`src/rtl/seq_mul32.sv`:
```
// Sequential unsigned 32x32 -> 64-bit shift-add multiplier.
// It retires one partial-product step per clock through a shared ripple adder.

module add_all (
  input  logic [31:0] a,
  input  logic [31:0] b,
  input  logic        cin,
  output logic [31:0] sum,
  output logic        cout
);
  logic [31:0] c;

  always_comb begin
    c[0] = cin;
    for (int i = 0; i < 31; i++) begin
      c[i+1] = (a[i] & b[i]) | (c[i] & (a[i] ^ b[i]));
    end
    sum = a ^ b ^ c;
  end

  // cout is the carry into bit 31, not out of it; it is kept for existing callers.
  assign cout = c[31];
endmodule

module seq_mul32 #(
  parameter int N  = 32,
  parameter int CW = 6
) (
  input  logic              clk,
  input  logic              rst,
  input  logic              start,
  input  logic [N-1:0]      a,
  input  logic [N-1:0]      b,
  output logic              busy,
  output logic              done,
  output logic [2*N-1:0]    product
);
  typedef enum logic [1:0] {IDLE, RUN, DONE} state_e;

  state_e           state_q, state_d;
  logic [N-1:0]     mcand_q, mcand_d;
  logic [2*N-1:0]   acc_q, acc_d;
  logic [CW-1:0]    cnt_q, cnt_d;
  logic [2*N-1:0]   product_q, product_d;

  logic [N-1:0]     hi, addend, sum;
  logic             co, add_cout_unused;
  logic [2*N-1:0]   step;

  assign hi     = acc_q[2*N-1:N];
  assign addend = acc_q[0] ? mcand_q : '0;

  add_all u_add (
    .a    (hi),
    .b    (addend),
    .cin  (1'b0),
    .sum  (sum),
    .cout (add_cout_unused)
  );

  // True carry out of bit 31, rebuilt from the operand and sum MSBs; it is 0 when addend is 0.
  assign co   = (hi[N-1] & addend[N-1]) | ((hi[N-1] ^ addend[N-1]) & ~sum[N-1]);
  assign step = {co, sum, acc_q[N-1:1]};

  always_comb begin
    // NOTE: every next-state signal gets its hold value first so no path infers a latch.
    state_d   = state_q;
    mcand_d   = mcand_q;
    acc_d     = acc_q;
    cnt_d     = cnt_q;
    product_d = product_q;
    case (state_q)
      IDLE: begin
        if (start) begin
          mcand_d = a;
          acc_d   = {{N{1'b0}}, b};
          cnt_d   = '0;
          state_d = RUN;
        end
      end
      RUN: begin
        acc_d = step;
        cnt_d = cnt_q + CW'(1);
        if (cnt_q == CW'(N-1)) begin
          product_d = step;
          state_d   = DONE;
        end
      end
      DONE:    state_d = IDLE;
      default: state_d = IDLE;
    endcase
  end

  // NOTE: state registers use non-blocking assignments so every flop samples pre-edge values.
  always_ff @(posedge clk) begin
    if (rst) begin
      state_q   <= IDLE;
      mcand_q   <= '0;
      acc_q     <= '0;
      cnt_q     <= '0;
      product_q <= '0;
    end else begin
      state_q   <= state_d;
      mcand_q   <= mcand_d;
      acc_q     <= acc_d;
      cnt_q     <= cnt_d;
      product_q <= product_d;
    end
  end

  assign busy    = (state_q == RUN);
  assign done    = (state_q == DONE);
  assign product = product_q;
endmodule

```
`config.mk`:
```
export PLATFORM = sky130hd
export DESIGN_NAME = seq_mul32
export DESIGN_NICKNAME = d
export VERILOG_FILES = /design/src/rtl/seq_mul32.sv
export SDC_FILE = /design/constraint.sdc
export NUM_CORES = 1
export LEC_CHECK = 0
export CAP_MARGIN = 20
export CORE_ASPECT_RATIO = 0.9
export CORE_MARGIN = 5
export CORE_UTILIZATION = 55
export CTS_BUF_LIST = sky130_fd_sc_hd__clkbuf_8
export DETAILED_ROUTE_END_ITERATION = 16
export GPL_TIMING_DRIVEN = 1
export PLACE_DENSITY_LB_ADDON = 0.05
export SYNTH_ARGS = -nofsm -noshare
export SYNTH_HDL_FRONTEND = slang
export SYNTH_SLANG_ARGS = --single-unit
```
`constraint.sdc`:
```
create_clock -name clk -period 16.6 [get_ports clk]
set_input_delay 1.66 -clock clk [delete_from_list [all_inputs] [get_ports clk]]
set_output_delay 1.66 -clock clk [all_outputs]
set_load 0.005 [all_outputs]
```
==> impl_metrics.csv <==
group,metric,value,unit
sta,fmax,71.0,MHz
hold_path,hold_path_depth,2,
setup_path,crit_path_frequent_cell,"fa_1",
setup_path,max_stage_delay,520,ps
hold_path,hold_class,"flip-flop to flip-flop",
setup_path,slowest_stage,"fa_1",
clock_tree,cts_buffer_depth,2,
pwr,p_leak,3.43,nW
layout,drive_gt1_share,8.74,%
layout,syn_to_final_growth,22.2,%
yosys,synth_area,7960,sq um
yosys,ys_ff_latch,168,
sta,hold_ws,458,ps
routing,wire_per_inst,14.9,microns
grt,antenna_found_initial,0,
clock_tree,clockRootBuffer,"clkbuf_8",
clock_tree,clkLatencyLatePin,460,ps
clock_tree,post_cts_buffers,0,
clock_tree,htreeDepth,4,
routing,first_iter_violations,268,
die,ioPinCount,133,
setup_path,critPathArrivalTime,14430,ps
setup_path,timing.rr.start,"acc_q[0]$_SDFFE_PP0P_",
yosys,ys_types,36,
die,die_width,137,microns
yosys,yosys_warnings,0,
layout,num_antenna_cells,0,
routing,dr.pass1.iters,5,
setup_path,cp-end-kind,"flip-flop",
clock_tree,clock_sink_count,168,
setup_path,r2r_cells,41,
routing,wirelength,17.5,mm
clock_tree,holdBufCountCts,0,
grt,grt_max_degree,122,
routing,route.detailed.drc,0,
outcome,status,"completed",
sta,final-max-slew-violation-count,0,
sta,worst_pin_slew,1060,ps
layout,fillerInstances,1157,
die,std_cell_rows,41,
routing,vias,6171,
pwr,peakVddDrop,60.8,uV
setup_path,cp_max_fo,34,
yosys,seq_area_frac_synth,42.2,%
sta,fin_skew,13.4,ps
sta,setup_tns,0,ps
clock_tree,post_cts_resized,0,
run,drv_cap,0,
clock_tree,clkSlewWorstSetupHoldPaths,90,ps
placed_design,dp_hpwl,11.5,mm
pwr,power_density,85.3,nW/um^2
die,fp.dieH,124,microns
grt,grt_overflow,0,
sta,fin_crit_sh,84.8,%
die,core,14100,sq um
setup_path,critPathKind,"flip-flop to flip-flop",
setup_path,r2r_end,"product[62]$_SDFFE_PP0P_",
grt,grt_pass1_wl,29.0,mm
hold_path,hold_end,"mcand_q[0]$_SDFFE_PP0P_",
routing,detail_route.vias_per_cell,5.24,
placed_design,gp_congestion,0.774,
sta,post-route-worst-setup-slack,2520,ps
yosys,syn-num-nets,980,
setup_path,critPathLaunchType,"flip-flop",
setup_path,critical_path_required,16950,ps
placed_design,port_buffers,132,
sta,setup_violations,0,
sta,hold_viol_final,0,
yosys,synthCells,880,
grt,grt_pass1_vias,6188,
die,start_util,56.4,%
yosys,postSynthAreaPerCell,9.05,sq um
grt,grtUsageTotal,21.2,%
sta,slew_headroom,29.3,%
layout,nets,1071,
hold_path,hold_start,"mcand_q[0]$_SDFFE_PP0P_",
placed_design,post-place-ws,2530,ps
clock_tree,tritoncts,"done",
die,die_area,17000,sq um
sta,rsz0062_at_grt,"false",
setup_path,r2r_slack,2520,ps
clock_tree,cts_buffers,17,
routing,ant_nets,0,
sta,min_period,14080,ps
-- cells in the mapped netlist, drive strengths merged --
cell type,number,area (sq um)
or3,1,6.26
dfxtp,168,3360
nor3b,3,27.5
fa,31,621
and2,5,31.3
o2bb2ai,29,254
nor2b,32,200
o211ai,1,7.51
a21oi,99,495
o21ai,1,5.00
or4,1,7.51
or3b,1,8.76
xnor2,1,8.76
a211oi,1,7.51
nand2b,72,458
o221a,32,360
ha,2,25.0
nand2,94,353
o311ai,1,8.76
mux2i,36,360
mux2,29,327
a22o,5,43.8
buf,38,226
nor4b,1,15.0
clkbuf,32,120
nor2,95,357
o21bai,1,7.51
nand3,2,10.0
inv,66,248
-- cells in the final DEF, fill, tap and decap left out, types with 3 or more instances in the layout --
master,Yosys,routed
dfxtp_1,168,166
clkdlybuf4s50_1,0,130
a21oi_1,99,99
nor2_1,95,95
nand2_1,94,94
nand2b_1,71,71
inv_1,66,66
mux2i_1,36,36
o221a_2,32,32
nor2b_1,32,31
fa_1,31,31
o2bb2ai_1,29,29
mux2_1,25,25
clkbuf_8,0,20
buf_4,1,10
and2_1,5,5
a22o_1,5,5
mux2_2,4,4
bufinv_16,0,4
clkinv_2,0,4
clkinvlp_4,0,3
-- worst max path at each step --
stage                                     start                        to  slack [ps]  cells after the start
after floorplan           acc_q[0]$_SDFFE_PP0P_  product[62]$_SDFFE_PP0P_        3030                     42
after global placement    acc_q[0]$_SDFFE_PP0P_  product[62]$_SDFFE_PP0P_        2820                     41
after detailed placement  acc_q[0]$_SDFFE_PP0P_  product[62]$_SDFFE_PP0P_        2530                     41
after CTS                 acc_q[0]$_SDFFE_PP0P_  product[62]$_SDFFE_PP0P_        2460                     41
after global routing      acc_q[0]$_SDFFE_PP0P_  product[62]$_SDFFE_PP0P_        1960                     41
final                     acc_q[0]$_SDFFE_PP0P_  product[62]$_SDFFE_PP0P_        2520                     41
-- critical path: cells and delay by family (launching register included) --
family	cells	cell delay (ps)
muxes	1	310
buffers and inverters	6	640
DFF	1	320
and+or+nand+nor	2	240
adders and majority gates	32	12410
-- flip-flops by register name, indices dropped and copies added, names as in the netlist --
register,flops
cnt_q,6
state_q,2
product,64
acc_q,64
mcand_q,32
-- per-stage QoR --
step | total power, mW | instances | utilization, % | instance area, sq um
2_1_floorplan | 0.484 | 880 | - | 7960
5_1_grt | 0.865 | 1177 | 69.0 | 9730
3_5_place_dp | 0.514 | 1144 | 65.6 | 9260
4_1_cts | 0.836 | 1176 | 68.8 | 9710
6_report | 0.830 | 1177 | 69.0 | 9730
3_3_place_gp | 0.510 | 1144 | 65.6 | 9260
-- layout make-up --
class                      count  area (sq um)  share of cell area (%)
multi-input combinational    576          4020                    41.3
sequential                   168          3370                    34.6
timing repair buffer         142          1410                    14.5
clock buffer                  20           275                    2.83
inverter                      66           248                    2.55
tap                          193           241                    2.48
clock inverter                12           171                    1.76
-- routing by layer --
| metal | up-vias | part of all wire [%] | track usage, % |
|---|---|---|---|
| met2 | 146 | 46 | 34.0 |
| met4 | 0 | 1.3 | 6.55 |
| met5 | - | 0 | 0 |
| li1 | 3071 | - | - |
| met3 | 20 | 4.9 | 4.64 |
| met1 | 2934 | 47 | 28.7 |
-- where the power goes --
group          switching (mW)  internal (mW)
Combinational          0.0389         0.0382
Clock                   0.150          0.175
Sequential             0.0125          0.415
-- cells by family after synthesis --
group / share of synthesized area, %
adder cells (fa/ha/maj): 8.11
XOR/XNOR: 0.110
AND/OR/NAND/NOR: 18.5
AO/OA/AOI/OAI: 14.9
multiplexers: 8.63
flip-flops: 42.2
buffers and inverters: 7.46
No activity file was read; power rests on OpenSTA's default activity.
